## src/rtl/srm_pkg.sv

```systemverilog
// srm_pkg: shared types for the save-RAM port arbiter.
// State encoding, requester IDs and a constant clog2 helper.
package srm_pkg;

  typedef enum logic [1:0] {
    S_IDLE,
    S_RD,
    S_WR,
    S_ACK
  } state_e;

  localparam logic [1:0] REQ_CPU = 2'd0;
  localparam logic [1:0] REQ_SS  = 2'd1;
  localparam logic [1:0] REQ_EEP = 2'd2;

  function automatic int clog2(input int v);
    int r;
    r = 0;
    while ((1 << r) < v) r = r + 1;
    return r;
  endfunction

endpackage

```

## src/rtl/srm_prio_sel.sv

```systemverilog
// srm_prio_sel: 3-way priority select cpu > ss > eep with eep starvation override.
// Ports: req_i (bit per requester ID), starve_i; gnt_id_o, gnt_vld_o.
module srm_prio_sel
  import srm_pkg::*;
#(
  parameter int STARVE_MAX = 4,
  parameter int SW         = 3
) (
  input  logic [2:0]    req_i,
  input  logic [SW-1:0] starve_i,
  output logic [1:0]    gnt_id_o,
  output logic          gnt_vld_o
);

  always_comb begin
    gnt_id_o  = REQ_CPU;
    gnt_vld_o = |req_i;
    if (req_i[REQ_EEP] && starve_i == SW'(STARVE_MAX))
      gnt_id_o = REQ_EEP;
    else if (req_i[REQ_CPU])
      gnt_id_o = REQ_CPU;
    else if (req_i[REQ_SS])
      gnt_id_o = REQ_SS;
    else if (req_i[REQ_EEP])
      gnt_id_o = REQ_EEP;
  end

endmodule

```

## src/rtl/srm_port_arb.sv

```systemverilog
// srm_port_arb: shares one 8-bit save-RAM port among CPU, save-state and EEPROM.
// Ports: {cpu,ss,eep}_{req,we,addr,wdat} in, _{ack,rdat} out; mem_* pins; busy.
module srm_port_arb
  import srm_pkg::*;
#(
  parameter int ADDR_W     = 13,
  parameter int RD_LAT     = 2,
  parameter int WR_CYC     = 2,
  parameter int STARVE_MAX = 4
) (
  input  logic              clk,
  input  logic              map_rst_n,
  input  logic              cpu_req,
  input  logic              cpu_we,
  input  logic [ADDR_W-1:0] cpu_addr,
  input  logic [7:0]        cpu_wdat,
  output logic              cpu_ack,
  output logic [7:0]        cpu_rdat,
  input  logic              eep_req,
  input  logic              eep_we,
  input  logic [ADDR_W-1:0] eep_addr,
  input  logic [7:0]        eep_wdat,
  output logic              eep_ack,
  output logic [7:0]        eep_rdat,
  input  logic              ss_req,
  input  logic              ss_we,
  input  logic [ADDR_W-1:0] ss_addr,
  input  logic [7:0]        ss_wdat,
  output logic              ss_ack,
  output logic [7:0]        ss_rdat,
  output logic [ADDR_W-1:0] mem_addr,
  output logic [7:0]        mem_dout,
  input  logic [7:0]        mem_din,
  output logic              mem_oe,
  output logic              mem_we,
  output logic              busy
);

  localparam int CNT_MAX = (RD_LAT > WR_CYC + 1) ? RD_LAT : WR_CYC + 1;
  localparam int CW      = clog2(CNT_MAX + 1);
  localparam int SW0     = clog2(STARVE_MAX + 1);
  localparam int SW      = (SW0 < 1) ? 1 : SW0;

  if (RD_LAT < 1 || WR_CYC < 1) begin : g_param_chk
    $error("srm_port_arb: RD_LAT and WR_CYC must be >= 1");
  end

  state_e              state_q;
  logic [CW-1:0]       cnt_q;
  logic [1:0]          id_q;
  logic [SW-1:0]       starve_q;
  logic [2:0]          req_vec;
  logic [1:0]          gnt_id;
  logic                gnt_vld;
  logic                w_we;
  logic [ADDR_W-1:0]   w_addr;
  logic [7:0]          w_wdat;

  assign req_vec = {eep_req, ss_req, cpu_req};

  srm_prio_sel #(
    .STARVE_MAX(STARVE_MAX),
    .SW        (SW)
  ) u_sel (
    .req_i    (req_vec),
    .starve_i (starve_q),
    .gnt_id_o (gnt_id),
    .gnt_vld_o(gnt_vld)
  );

  always_comb begin
    w_we   = cpu_we;
    w_addr = cpu_addr;
    w_wdat = cpu_wdat;
    unique case (gnt_id)
      REQ_SS: begin
        w_we   = ss_we;
        w_addr = ss_addr;
        w_wdat = ss_wdat;
      end
      REQ_EEP: begin
        w_we   = eep_we;
        w_addr = eep_addr;
        w_wdat = eep_wdat;
      end
      default: ;
    endcase
  end

  // WR: cnt 0 is the address/data setup cycle, cnt 1..WR_CYC strobe
  // mem_we. The ACK cycle that follows doubles as the trailing hold,
  // since mem_addr/mem_dout only move at the next grant.
  always_ff @(posedge clk or negedge map_rst_n) begin
    if (!map_rst_n) begin
      state_q  <= S_IDLE;
      cnt_q    <= '0;
      id_q     <= REQ_CPU;
      starve_q <= '0;
      mem_addr <= '0;
      mem_dout <= '0;
      mem_oe   <= 1'b0;
      mem_we   <= 1'b0;
      busy     <= 1'b0;
      cpu_ack  <= 1'b0;
      ss_ack   <= 1'b0;
      eep_ack  <= 1'b0;
      cpu_rdat <= '0;
      ss_rdat  <= '0;
      eep_rdat <= '0;
    end else begin
      cpu_ack <= 1'b0;
      ss_ack  <= 1'b0;
      eep_ack <= 1'b0;
      unique case (state_q)
        S_IDLE: begin
          if (gnt_vld) begin
            id_q     <= gnt_id;
            mem_addr <= w_addr;
            mem_dout <= w_wdat;
            busy     <= 1'b1;
            cnt_q    <= '0;
            if (w_we) begin
              state_q <= S_WR;
            end else begin
              state_q <= S_RD;
              mem_oe  <= 1'b1;
            end
          end
          if (!req_vec[REQ_EEP] || gnt_id == REQ_EEP)
            starve_q <= '0;
          else if (starve_q != SW'(STARVE_MAX))
            starve_q <= starve_q + 1'b1;
        end
        S_RD: begin
          if (cnt_q == CW'(RD_LAT - 1)) begin
            mem_oe  <= 1'b0;
            state_q <= S_ACK;
            unique case (id_q)
              REQ_SS: begin
                ss_rdat <= mem_din;
                ss_ack  <= 1'b1;
              end
              REQ_EEP: begin
                eep_rdat <= mem_din;
                eep_ack  <= 1'b1;
              end
              default: begin
                cpu_rdat <= mem_din;
                cpu_ack  <= 1'b1;
              end
            endcase
          end else begin
            cnt_q <= cnt_q + 1'b1;
          end
        end
        S_WR: begin
          if (cnt_q == CW'(WR_CYC)) begin
            mem_we  <= 1'b0;
            state_q <= S_ACK;
            unique case (id_q)
              REQ_SS:  ss_ack  <= 1'b1;
              REQ_EEP: eep_ack <= 1'b1;
              default: cpu_ack <= 1'b1;
            endcase
          end else begin
            mem_we <= 1'b1;
            cnt_q  <= cnt_q + 1'b1;
          end
        end
        S_ACK: begin
          state_q <= S_IDLE;
          busy    <= 1'b0;
        end
      endcase
    end
  end

endmodule

```

## config.mk

```make
export PLATFORM = sky130hd
export DESIGN_NAME = srm_port_arb
export DESIGN_NICKNAME = d
export VERILOG_FILES = /design/src/rtl/srm_pkg.sv /design/src/rtl/srm_prio_sel.sv /design/src/rtl/srm_port_arb.sv
export SDC_FILE = /design/constraint.sdc
export NUM_CORES = 1
export LEC_CHECK = 0
export ABC_AREA = 1
export BUFFER_PORTS_ARGS = -buffer_cell sky130_fd_sc_hd__buf_2
export CORE_MARGIN = 1
export CORE_UTILIZATION = 41
export CTS_CLUSTER_DIAMETER = 30
export DETAILED_ROUTE_END_ITERATION = 16
export PLACE_DENSITY_LB_ADDON = 0.08
export SYNTH_ARGS = -nofsm -noshare
export SYNTH_HDL_FRONTEND = slang
export SYNTH_SLANG_ARGS = --single-unit
```

## constraint.sdc

```tcl
create_clock -name clk -period 2.28 [get_ports clk]
set_input_delay 0.228 -clock clk [delete_from_list [all_inputs] [get_ports clk]]
set_output_delay 0.228 -clock clk [all_outputs]
set_load 0.1 [all_outputs]
```

==> report_table.html <==
<table>
<tr><th>Metric</th><th>Value</th></tr>
<tr><th colspan="2">Global route</th></tr>
<tr><td>Most crowded layer after global routing</td><td>met2</td></tr>
<tr><td>Initial antenna violation count</td><td>0</td></tr>
<tr><td>Met2 usage</td><td>0.341</td></tr>
<tr><td>Total track usage</td><td>0.200</td></tr>
<tr><td>Wire length of the first global-routing pass</td><td>~12000 um</td></tr>
<tr><td>Global routing met1 resource utilization</td><td>0.239</td></tr>
<tr><td>Met3 capacity usage during global routing</td><td>0.0424</td></tr>
<tr><td>Global route total overflow</td><td>0</td></tr>
<tr><td>Pin count of the biggest net entering global routing</td><td>43</td></tr>
<tr><td>Via count of the first global-routing pass</td><td>around 2.7k</td></tr>
<tr><th colspan="2">Routing</th></tr>
<tr><td>Routed via count divided by cell count</td><td>4.67</td></tr>
<tr><td>Via count</td><td>2827</td></tr>
<tr><td>Antenna violation net count after detailed routing</td><td>0</td></tr>
<tr><td>DRC violation count after routing</td><td>0</td></tr>
<tr><td>Average wire per standard cell</td><td>12.0 um</td></tr>
<tr><td>Router iterations before antenna repair</td><td>4</td></tr>
<tr><td>Starting DRT DRC Count</td><td>84</td></tr>
<tr><td>Total Routed Length</td><td>approximately 7200 um</td></tr>
<tr><th colspan="2">Logic synthesis</th></tr>
<tr><td>Area contributors post-synth</td><td>dfrtp_1 (49%), nand2_1 (18%), o211ai_1 (5.4%), o21ai_0 (5.4%), ha_1 (5.4%)</td></tr>
<tr><td>Area share of the largest cell type after synthesis</td><td>0.494</td></tr>
<tr><td>Largest area contributor in the synthesized netlist</td><td>dfrtp_1</td></tr>
<tr><td>Count of warnings emitted by yosys</td><td>0</td></tr>
<tr><td>Most frequent cell after synthesis</td><td>nand2_1</td></tr>
<tr><td>Most common flop cell mapped by yosys</td><td>dfrtp_1</td></tr>
<tr><td>Commonest cells post-synth</td><td>nand2_1 (148), dfrtp_1 (60), o21ai_0 (33)</td></tr>
<tr><td>Count of flip-flops with a built-in enable after synthesis</td><td>0</td></tr>
<tr><td>Fraction of synthesis flops using an asynchronous set or reset pin</td><td>1.00</td></tr>
<tr><td>Total of flip-flops plus latches after synthesis</td><td>60</td></tr>
<tr><td>Syn Inst Count</td><td>around 370</td></tr>
<tr><td>Synth Cell Area</td><td>between 3000 and 4000 sq um</td></tr>
<tr><td>Synthesized netlist net count</td><td>approximately 460</td></tr>
<tr><td>Count of cell types in the netlist</td><td>20</td></tr>
<tr><td>Mean area per synthesized cell</td><td>between 8 and 9 sq um</td></tr>
<tr><td>Sequential-to-total area share from yosys stat</td><td>0.494</td></tr>
<tr><th colspan="2">Clock network</th></tr>
<tr><td>CTS tree</td><td>done</td></tr>
<tr><td>Buffer depth of the longest clock path</td><td>2</td></tr>
<tr><td>Number of clock sinks</td><td>60</td></tr>
<tr><td>Latest clock arrival within the worst-skew pair</td><td>0.34 ns</td></tr>
<tr><td>Cell at the root of the clock tree</td><td>clkbuf_8</td></tr>
<tr><td>Htree depth</td><td>3</td></tr>
<tr><td>Setup bufs post-CTS</td><td>0</td></tr>
<tr><td>Clock input transition at the sequential cells of the worst setup and hold paths</td><td>0.07 ns</td></tr>
<tr><td>TritonCTS Buffers</td><td>9</td></tr>
<tr><th colspan="2">Floorplanning</th></tr>
<tr><td>Die Y-Extent</td><td>88.1 um</td></tr>
<tr><td>Placeable core area</td><td>7210 sq um</td></tr>
<tr><td>Site Rows</td><td>31</td></tr>
<tr><td>Die outline area</td><td>7760 sq um</td></tr>
<tr><td>Horiz. Die Dim</td><td>88.1 um</td></tr>
<tr><td>Starting density of the core</td><td>0.421</td></tr>
<tr><td>Top-level port count</td><td>130</td></tr>
<tr><th colspan="2">STA</th></tr>
<tr><td>Clock Skew</td><td>around 0.0067 ns</td></tr>
<tr><td>Worst-Margin Slew</td><td>0.681 ns</td></tr>
<tr><td>Fin Setup TNS</td><td>0 ns</td></tr>
<tr><td>Final Hold Violating Endpoints</td><td>0</td></tr>
<tr><td>Time the final worst path needs with I/O delays and setup</td><td>1.99 ns</td></tr>
<tr><td>Final Cycle Share</td><td>0.873</td></tr>
<tr><td>Hold Worst Slack</td><td>about 0.12 ns</td></tr>
<tr><td>Final Slew Violations</td><td>0</td></tr>
<tr><td>Worst max-slew margin expressed relative to the limit</td><td>0.546</td></tr>
<tr><td>Highest achievable clock rate</td><td>502 MHz</td></tr>
<tr><td>RSZ-0062 raised after global routing</td><td>no</td></tr>
<tr><td>Final setup violation count</td><td>0</td></tr>
<tr><th colspan="2">Worst hold path</th></tr>
<tr><td>Path class of the lowest-slack min-delay path</td><td>in -&gt; reg</td></tr>
<tr><th colspan="2">Final layout</th></tr>
<tr><td>Total inserted antenna cells</td><td>0</td></tr>
<tr><td>P&amp;R area growth vs syn</td><td>31.1%</td></tr>
<tr><td>Count of nets after finishing</td><td>between 500 and 600</td></tr>
<tr><td>Fillers</td><td>715</td></tr>
<tr><td>Ratio of cells with drive above 1 in the final layout</td><td>0.316</td></tr>
<tr><td>Final instance area</td><td>3980 sq um</td></tr>
<tr><th colspan="2">Flow run</th></tr>
<tr><td>Number of max-capacitance violations reported</td><td>0</td></tr>
<tr><th colspan="2">Place</th></tr>
<tr><td>DPL Wire Length</td><td>5330 um</td></tr>
<tr><td>Gp weighted congestion</td><td>0.766</td></tr>
<tr><td>Count of buffers from port buffering</td><td>129</td></tr>
<tr><td>Cell area after placement</td><td>3750 sq um</td></tr>
<tr><th colspan="2">Worst setup path</th></tr>
<tr><td>Largest fanout on the critical path</td><td>22</td></tr>
<tr><td>CP Class</td><td>reg -&gt; reg</td></tr>
<tr><td>Required time worst endpoint</td><td>2.51 ns</td></tr>
<tr><td>Sort of element at the start of the critical path</td><td>flip-flop</td></tr>
<tr><td>Arrival time reported for the critical path endpoint</td><td>2.22 ns</td></tr>
<tr><td>Category of the worst setup path capture point</td><td>flip-flop</td></tr>
<tr><th colspan="2">Status</th></tr>
<tr><td>Outcome</td><td>finished, final reports clean</td></tr>
</table>
-- stage by stage --
| stage | worst slack [ns] | util | instances |
|---|---|---|---|
| 2_1_floorplan | 0.499 | - | 371 |
| 3_3_place_gp | 0.121 | 0.519 | 588 |
| 3_5_place_dp | 0.00910 | 0.519 | 588 |
| 4_1_cts | 0.257 | 0.552 | 605 |
| 5_1_grt | 0.0374 | 0.552 | 605 |
| 6_report | 0.290 | 0.552 | 605 |
-- registers in the layout, summed over array words and instances, names as in the netlist, 2 cells and up --
register	flops
ss_rdat	8
cnt_q	2
eep_rdat	8
id_q	2
mem_addr	13
state_q	2
starve_q	3
cpu_rdat	8
mem_dout	8
-- final timing paths --
kind,slack [ns],from,cells past startpoint,endpoint
min,0.12,cpu_wdat[0],3,mem_dout[0]
max in group asynchronous,1.21,map_rst_n,3,starve_q[1]
max reg2reg,0.29,starve_q[0],13,state_q[0]
max,0.29,starve_q[0],13,state_q[0]
min in group asynchronous,0.46,map_rst_n,2,mem_addr[9]
min reg2reg,0.47,mem_addr[9],2,mem_addr[9]
-- critical path, cell delays in order, from the launching register on --
cell     delay (ns)
dfrtp_1        0.37
inv_1          0.07
ha_1           0.21
nand3_1        0.11
nand3_1        0.10
inv_1          0.09
ha_2           0.45
nand2_1        0.13
nand2_1        0.08
nand2_1        0.04
nand3_1        0.08
nand2_1        0.06
nand2_1        0.05
nand2_1        0.04
-- metal layers --
metal | wire length (um) | part of all wire | up-vias
li1 | - | - | 1447
met1 | 3260 | 0.45 | 1285
met2 | 3440 | 0.47 | 80
met3 | 414 | 0.057 | 15
met4 | 137 | 0.019 | 0
met5 | 0 | 0 | -
-- area by class of cell --
| class | count | area [sq um] | share of cell area |
|---|---|---|---|
| well taps | 99 | 124 | 0.0311 |
| repair buffers | 134 | 711 | 0.178 |
| clock buffers | 9 | 124 | 0.0311 |
| flip-flops and latches | 60 | 1500 | 0.377 |
| clock inverters | 7 | 100 | 0.0251 |
| multi-input cells | 259 | 1280 | 0.322 |
| inverters | 37 | 139 | 0.0349 |
-- repair_timing --
| item | in CTS | in global routing |
|---|---|---|
| hold buffers | 1 | 0 |
| endpoints found under the hold margin | 28 | 0 |
| setup endpoints to repair | 1 | 0 |
| resized for setup | 1 | 0 |
-- logic make-up after synthesis --
logic type	after synthesis	share of synthesized area
flops	60	0.494
simple gates	187	0.247
compound gates	58	0.118
fa+ha+maj	13	0.0535
buf+inv	52	0.0840
xor+xnor	1	0.00288
-- layout by cell type, fill, tap and decap left out --
master         synthesis  routed
a21oi_1                1       1
a21oi_4                1       1
buf_12                 0       2
buf_2                  6     129
buf_4                  0       2
bufinv_16              0       2
clkbuf_8               0       9
clkinv_4               0       1
clkinvlp_4             0       3
dfrtp_1               60      60
dlygate4sd3_1          0       1
ha_1                  13      12
ha_2                   0       1
inv_1                 32      32
inv_2                  5       5
inv_6                  0       1
nand2_1              148     148
nand2_2                1       1
nand3_1               28      28
nand3b_1               1       1
nor2_1                 6       6
nor2_2                 1       1
o211ai_1              22      22
o21ai_0               33      33
o31ai_1                1       1
or2_2                  2       2
xor2_1                 1       1
Power is left out: the tool's default activity adds up to more than one toggle a clock period on the data nets, which glitch-free logic cannot reach.
